[src/rtl/pc_fetch_gen.sv]
// pc_fetch_gen: fetch-address generator for the MIPS front end.
// Holds the fetch PC, drives it to instruction memory over a valid/ready
// handshake, picks the next PC from exception / ERET / branch / sequential
// sources, and buffers a redirect that shows up while fetch cannot advance.
module pc_fetch_gen #(
   parameter int                ADDR_W       = 32,
   parameter logic [ADDR_W-1:0] RESET_VECTOR = ADDR_W'(32'hbfc00000),
   parameter logic [ADDR_W-1:0] EXC_VECTOR   = ADDR_W'(32'hbfc00380),
   parameter int                INC          = 4
) (
   input  logic              clk,
   input  logic              rst,
   input  logic              stall,
   input  logic              br_taken,
   input  logic [ADDR_W-1:0] br_target,
   input  logic              eret,
   input  logic [ADDR_W-1:0] epc,
   input  logic              exc_req,
   input  logic              fetch_ready,
   output logic [ADDR_W-1:0] pc_f,
   output logic              fetch_valid,
   output logic              pc_adel,
   output logic              redirect_pending
);

   typedef enum logic [1:0] {
      S_BOOT = 2'd0,
      S_RUN  = 2'd1,
      S_PEND = 2'd2
   } state_t;

   // Redirect ranks; a larger value beats a smaller one, NONE means no request.
   localparam logic [1:0] PR_NONE = 2'd0;
   localparam logic [1:0] PR_BR   = 2'd1;
   localparam logic [1:0] PR_ERET = 2'd2;
   localparam logic [1:0] PR_EXC  = 2'd3;

   state_t            state_q, state_d;
   logic [ADDR_W-1:0] pc_q, pc_d;
   logic [ADDR_W-1:0] pend_pc_q, pend_pc_d;
   logic [1:0]        pend_prio_q, pend_prio_d;
   logic              hold_q, hold_d;

   logic [1:0]        live_prio;
   logic [ADDR_W-1:0] live_pc;
   logic              live_wins;
   logic              pend_is_exc;
   logic              fv;
   logic              adv;

   // Pick the highest-ranked redirect requested this cycle.
   always_comb begin
      live_prio = PR_NONE;
      live_pc   = br_target;
      if (exc_req) begin
         live_prio = PR_EXC;
         live_pc   = EXC_VECTOR;
      end else if (eret) begin
         live_prio = PR_ERET;
         live_pc   = epc;
      end else if (br_taken) begin
         live_prio = PR_BR;
         live_pc   = br_target;
      end
   end

   // Pending rank is PR_NONE outside PEND, so a plain compare is enough;
   // on a tie the newer (live) request wins.
   assign live_wins   = (live_prio != PR_NONE) && (live_prio >= pend_prio_q);
   assign pend_is_exc = (state_q == S_PEND) && (pend_prio_q == PR_EXC);

   // An exception (live or buffered) may push through a decode stall; an
   // unaccepted request (hold) keeps presenting the same address.
   assign fv  = (state_q != S_BOOT) & (~stall | hold_q | exc_req | pend_is_exc);
   assign adv = fv & fetch_ready & (~stall | exc_req | pend_is_exc);

   // Next-PC select, pending-buffer update and FSM transitions.
   always_comb begin
      pc_d        = pc_q;
      pend_pc_d   = pend_pc_q;
      pend_prio_d = pend_prio_q;
      state_d     = state_q;
      // hold can only be set while fv=1, so this also keeps it set until
      // the handshake completes.
      hold_d      = fv & ~fetch_ready;

      if (adv) begin
         if (live_wins) begin
            pc_d = live_pc;
         end else if (pend_prio_q != PR_NONE) begin
            pc_d = pend_pc_q;
         end else begin
            pc_d = pc_q + ADDR_W'(INC);
         end
         pend_prio_d = PR_NONE;
         pend_pc_d   = '0;
      end else if (live_wins) begin
         // No advance this cycle (BOOT, hold, stall, memory busy): park it.
         pend_prio_d = live_prio;
         pend_pc_d   = live_pc;
      end

      case (state_q)
         S_BOOT:  state_d = (pend_prio_d != PR_NONE) ? S_PEND : S_RUN;
         S_RUN:   state_d = (pend_prio_d != PR_NONE) ? S_PEND : S_RUN;
         S_PEND:  state_d = (pend_prio_d != PR_NONE) ? S_PEND : S_RUN;
         default: state_d = S_RUN;
      endcase
   end

   // State registers; reset abandons any in-flight request.
   always_ff @(posedge clk or posedge rst) begin
      if (rst) begin
         state_q     <= S_BOOT;
         pc_q        <= RESET_VECTOR;
         pend_pc_q   <= '0;
         pend_prio_q <= PR_NONE;
         hold_q      <= 1'b0;
      end else begin
         state_q     <= state_d;
         pc_q        <= pc_d;
         pend_pc_q   <= pend_pc_d;
         pend_prio_q <= pend_prio_d;
         hold_q      <= hold_d;
      end
   end

   assign pc_f             = pc_q;
   assign fetch_valid      = fv;
   assign pc_adel          = |pc_q[1:0];
   assign redirect_pending = (state_q == S_PEND);

endmodule
[config.mk]
export PLATFORM = sky130hd
export DESIGN_NAME = pc_fetch_gen
export DESIGN_NICKNAME = d
export VERILOG_FILES = /design/src/rtl/pc_fetch_gen.sv
export SDC_FILE = /design/constraint.sdc
export NUM_CORES = 1
export LEC_CHECK = 0
export CAP_MARGIN = 20
export CORE_ASPECT_RATIO = 0.75
export CORE_MARGIN = 4
export CORE_UTILIZATION = 25
export CTS_CLUSTER_SIZE = 28
export DETAILED_ROUTE_END_ITERATION = 7
export GPL_TIMING_DRIVEN = 0
export PLACE_DENSITY = 0.51
export SKIP_CTS_REPAIR_TIMING = 1
export SLEW_MARGIN = 10
export SYNTH_ARGS = -nofsm -noshare
export SYNTH_HDL_FRONTEND = slang
export SYNTH_SLANG_ARGS = --single-unit
[constraint.sdc]
create_clock -name clk -period 3.55 [get_ports clk]
set_input_delay 0.355 -clock clk [delete_from_list [all_inputs] [get_ports clk]]
set_output_delay 0.355 -clock clk [all_outputs]
set_load 0.005 [all_outputs]
=== Word-level counts from Yosys, hierarchy flattened ===
Cells that the tools add are included.

* Register bits after elaboration: 69
* Input bits: 71
* Output and inout bits: 35
* Word-level logic and storage cells: 44

* $add $sub $neg: 1
* Order comparisons: 1
* Eq/ne operators: 3
* Muxes and demuxes: 13
* Bitwise logic cells: 11
* Reductions and logical operators: 10

{| class="wikitable"
|+ Operators with widths
! operator !! number
|-
| two-way mux 32 bit || 6
|-
| adder 32 x 3 -> 32 bit, second input constant || 1
|-
| two-way mux 2 bit || 6
|-
| nonzero test 2 bit || 5
|-
| OR 1 bit || 5
|-
| bitwise AND 1 bit || 4
|-
| == test 2 bit, second input constant || 2
|-
| OR reduction 3 bit || 1
|-
| == test 2 x 1 -> 1 bit, second input constant || 1
|-
| >= comparator 2 bit || 1
|-
| logical AND 1 bit || 2
|-
| zero test 2 bit || 1
|-
| NOT 1 bit || 2
|-
| OR reduction 2 bit || 1
|-
| two-way mux 1 bit || 1
|}

=== Logic depth before layout (Yosys ltp) ===
* Depth after elaboration: 11
* Gate-level depth with buffers: 11
* Gate-level depth less buffers: 8

=== Worst setup path before layout ===
Ideal clock, no wire load.

* Path kind: input to register
* Start point: input eret
* End point: register pend_pc_q[7]
* Setup time: 72 ps
* Arrival time: 2275 ps
* Data required time: 3478 ps
* Path slack: 1203 ps
* Stages on the path: 9
* Path buffers: 3
* Cell sequence: buf_2 or2_2 ha_1 a21oi_1 clkbuf_1 nor2_1 clkbuf_1 o21ai_0 nor2_1

* Word-level cells in the longest chain between the ends: 5
* Elaborated cells between the ends (all ways): 10
* Classes of those cells: 1 x order compare; 6 x mux; 3 x reduce/logical

{| class="wikitable"
|+ Ends and longest elaborated chain
! what !! RTL line !! RTL
|-
| start: declaration || 16 || <nowiki>input logic eret,</nowiki>
|-
| two-way mux 2 bit || 58 || <nowiki>end else if (eret) begin</nowiki>
|-
| two-way mux 2 bit || 55 || <nowiki>if (exc_req) begin</nowiki>
|-
| >= comparator 2 bit / nonzero test 2 bit (equally long branches) || 69 || <nowiki>assign live_wins = (live_prio != PR_NONE) && (live_prio >= pend_prio_q);</nowiki>
|-
| logical AND 1 bit || 69 ||
|-
| nonzero test 2 bit (no line) || -- ||
|-
| end signal: assignment || 122 || <nowiki>pend_pc_q <= pend_pc_d;</nowiki>
|-
| end: declaration || 40 || <nowiki>logic [ADDR_W-1:0] pend_pc_q, pend_pc_d;</nowiki>
|}

Several ways; a longest one is shown, not always the timed one. The select of a mux whose other input is x is not followed.
A chain may end at the register's enable or synchronous reset.

=== Worst setup path in the final report ===
* Start point: input exc_req
* End point: register pc_q[10] (netlist: pc_f[10])

* Word-level cells in the longest chain between the ends: 5
* Elaborated cells between the ends (all ways): 13
* Classes of those cells: 1 x order compare; 3 x mux; 7 x bitwise; 2 x reduce/logical

{| class="wikitable"
|+ Ends and longest elaborated chain
! what !! RTL line !! RTL
|-
| start: declaration || 18 || <nowiki>input logic exc_req,</nowiki>
|-
| OR 1 bit (2 in a row) || 74 || <nowiki>assign fv = (state_q != S_BOOT) & (~stall | hold_q | exc_req | pend_is_exc);</nowiki>
|-
| bitwise AND 1 bit || 74 ||
|-
| bitwise AND 1 bit (2 in a row) || 75 || <nowiki>assign adv = fv & fetch_ready & (~stall | exc_req | pend_is_exc);</nowiki>
|-
| end signal: assignment || 121 || <nowiki>pc_q <= pc_d;</nowiki>
|-
| end: declaration || 39 || <nowiki>logic [ADDR_W-1:0] pc_q, pc_d;</nowiki>
|}

Several ways; a longest one is shown, not always the timed one.

==> summary.md <==
| Metric | Value |
|---|---|
| H-Tree Level Count | `3` |
| Worst setup skew after layout | `0.00802 ns` |
| Antenna violations before repair | `0` |
| Worst-path cell chain | `clkdlybuf4s50_1 -> or2_2 -> ha_1 -> a21oi_1 -> clkbuf_1 -> nor2_1 -> buf_2 -> nand2_1 -> a31oi_1` |
| Complex-gate fraction of the synthesized area | `22.6%` |
| Area of the mapped netlist | `4220 sq um` |
| Number of top-level design ports | `106` |
| Number of endpoints failing setup at the final stage | `0` |
| Largest net degree at the start of global routing | `50` |
| Final routed wire length divided by cell count | `20.1 um` |
| Number of nets with antenna violations after detailed routing | `0` |
| Crit Path Category | `in -> reg` |
| Post-synth EDFFs | `0` |
| Maximum Capacitance Violations | `0` |
| Worst reg2reg path depth | `8` |
| Final weighted congestion in routability-driven placement | `0.837` |
| Die area | `19000 sq um` |
| Part of the power in combinational logic | `46.6%` |
| Share of final-layout standard cells stronger than drive strength 1 | `12.6%` |
| Simple-gate share of the synthesized area | `between 10% and 20%` |
| Horizontal extent of the die | `about 160 um` |
| Static Leakage | `about 2.3 nW` |
| Setup total negative slack | `0 ns` |
| Commonest register cell after synthesis | `dfrtp_1` |
| #FFs+latches synth | `69` |
| Worst vdd rail ir drop | `0.000288 V` |
| Net count after synthesis | `526` |
| Inserted Clock Buffers | `9` |
| N_diodes | `0` |
| Core Box Area | `approximately 16000 sq um` |
| Initial drt markers | `269` |
| Most repeated cell in the gate-level netlist after synthesis | `dfrtp_1` |
| Share of total power in sequential cells | `33.4%` |
| Final Util | `36.0%` |
| Post-synthesis to final-layout area growth | `38.7%` |
| Net count, final | `642` |
| Clock Power Share | `around 20%` |
| Number of warnings reported in the yosys synthesis log | `0` |
| Vias in the first global route | `around 4300` |
| Period utilisation layout | `between 80% and 90%` |
| Measured slew at the worst slew-check pin | `1.09 ns` |
| Switch Pwr | `1.90 mW` |
| Post-placement cell area | `5550 sq um` |
| Share of cell area taken by muxes after synthesis | `approximately 8.7%` |
| Xor/xnor share of the synthesized area | `3.32%` |
| Unrepaired setup endpoints after global routing | `false` |
| Total iterations of the first detailed-routing run | `5` |
| Async set-or-reset flop fraction in the synthesized netlist | `100%` |
| Total power density per cell area | `786 nW/um^2` |
| Startpoint of the worst-slack reg-to-reg timing path | `pend_prio_q[0]$_DFF_PP0_` |
| Average instance area after synthesis | `9.33 sq um` |
| Final count of hold timing violations | `0` |
| Master of the slowest instance on the critical path | `nor2_1` |
| Max frequency | `315 MHz` |
| Reg2Reg Capture Point | `pc_f[10]$_DFFE_PP0P_` |
| Switching Fraction | `roughly two fifths` |
| Outcome | `finished clean` |
| Headroom to the max-slew limit | `27.1%` |
| CTS Sinks | `69` |
| Nature of the critical path endpoint | `flip-flop` |
| DIE HEIGHT | `121 um` |
| Input/output buffers | `104` |
| Mean number of vias per cell | `5.41` |
| Share of the synthesized area in the top cell type | `35.6%` |
| Top cells by count, synth | `dfrtp_1 (60), nor2_1 (47), nand2_1 (39)` |
| Clock latency at the later pin of the worst-skew pair | `~0.34 ns` |
| Post-synthesis cell type count | `64` |
| Largest area contributor in the synthesized netlist | `dfrtp_1` |
| Cell area after layout | `5850 sq um` |
| Top cells by area in the synthesized netlist | `dfrtp_1 (36%), dfstp_2 (5.6%), mux2_2 (5.6%), nor2_1 (4.2%), nand2_1 (3.5%)` |
| Number of instances in the placed design | `767` |
| Wire length of the first global-routing pass | `approximately 24000 um` |
| Number of fill cells | `about 1600` |
| Slack of the worst reg-to-reg path | `0.85 ns` |
| Adder-cell area share of the yosys netlist | `0.890%` |
| Routed wire length | `15700 um` |
| Highest net fanout along the worst path | `10` |
| Clock Tree Buf Depth | `2` |
| CTS tree | `built` |
| Startpoint class of the critical path | `input pin` |
| Total number of vias | `approximately 4200` |
| Min-Delay Path Class | `in -> async` |
| Global-route usage over all layers | `16.8%` |
| Number of rows created at floorplan | `40` |
| Worst EP arrival | `3.43 ns` |
| Pwr Total | `4.60 mW` |
| Sum of overflow across all layers after global routing | `0` |
| Clock transition at the registers of the reported paths | `roughly 0.06 ns` |
| DPL Wire Length | `roughly 12000 um` |
| Power Internal | `2.69 mW` |
| Instance count of the mapped netlist | `approximately 450` |
| Delay of the slowest cell on the worst path | `about 0.8 ns` |
| Flip-flop and latch area | `1740 sq um` |
| Largest family of logic cells by synthesized area | `compound AO/OA/AOI/OAI gates` |
| Initial core utilization | `about a quarter` |
| Number of cells in the finished layout apart from fillers | `783` |
| Root buffer selected by CTS | `clkbuf_16` |
| Number of remaining DRC errors | `0` |
| Total area of multi-input combinational cells | `2330 sq um` |
| Post-synthesis sequential area ratio | `roughly two fifths` |
| Worst EP required | `3.81 ns` |
| Clock period minus worst slack | `about 3.2 ns` |
| Number of max-slew violations in the final report | `0` |
-- layer usage --
layer / track usage [%] / wire length [um] / vias up
met5: 0 / 0 / -
met4: 3.84 / 196 / 0
met3: 4.87 / 1240 / 22
met2: 24.7 / 6870 / 191
met1: 24.2 / 7450 / 2093
li1: - / - / 1933
-- layout by cell type (no fill, tap or decap), drive strengths merged, types with 4 or more instances in the layout --
cell	n
mux2i	13
a2bb2oi	5
nor2	52
and2	6
a221oi	5
o221ai	6
clkbuf	28
nand2	39
a31oi	10
o211ai	11
inv	12
mux2	21
nor2b	4
o21ai	17
or2	4
xnor2	9
a21oi	17
o22ai	17
xor2	7
a211oi	11
buf	13
nand3	16
clkdlybuf4s50	104
nor3	10
o22a	4
dfrtp	60
o21a	4
and3	7
dfstp	9
nand4	8
a22oi	6
-- metrics by stage --
stage / hold slack, ns / worst slack, ns
after floorplan: 0.421 / 1.20
after global placement: 0.501 / 0.111
after detailed placement: 0.511 / 0.0533
after CTS: 0.336 / 0.370
after global routing: 0.348 / 0.194
final: 0.331 / 0.377
-- sequential cells by signal, summed over array words and instances, names as in the netlist --
| signal | count |
|---|---|
| pc_f | 32 |
| pend_pc_q | 32 |
| pend_prio_q | 2 |
| state_q | 2 |
| hold_q | 1 |
-- layout make-up --
cell class / count / share of cell area, %
well taps: 210 / 4.49
clock inverters: 2 / 0.599
plain buffers: 26 / 1.88
repair buffers: 105 / 18.3
flip-flops and latches: 69 / 29.7
multi-input cells: 345 / 39.7
clock buffers: 14 / 4.51
inverters: 12 / 0.812
-- worst max-delay path, delay by kind of cell --
kind,cells,cell delay [ns]
and+or+nand+nor,3,1.29
adders and majority gates,1,0.34
AOI/OAI and AO/OA,2,0.29
buffers and inverters,3,1.16
-- how the worst max path moves through the flow --
stage | startpoint | end
global placement | exc_req | pc_f[4]$_DFFE_PP0P_
global route | exc_req | pend_pc_q[25]$_DFFE_PP0P_
floorplan | eret | pend_pc_q[7]$_DFFE_PP0P_
detailed placement | exc_req | pc_f[10]$_DFFE_PP0P_
finish | exc_req | pc_f[10]$_DFFE_PP0P_
CTS | exc_req | pc_f[10]$_DFFE_PP0P_
-- logic make-up after synthesis --
| logic type | Yosys count |
|---|---|
| adders and majority gates | 3 |
| buffers and inverters | 38 |
| and+or+nand+nor | 160 |
| AOI/OAI and AO/OA | 132 |
| xor gates and xnor gates | 16 |
| DFF | 69 |
| muxes | 34 |
-- power by group through the flow --
stage                     registers [mW]  clock network (mW)  logic [mW]
after floorplan                     1.44                   0        1.20
after global placement              1.53                   0        2.09
after detailed placement            1.54                   0        2.11
after CTS                           1.53               0.939        2.13
after global routing                1.59               0.967        2.35
final                               1.54               0.920        2.14
Power figures use the tool's default switching activity.
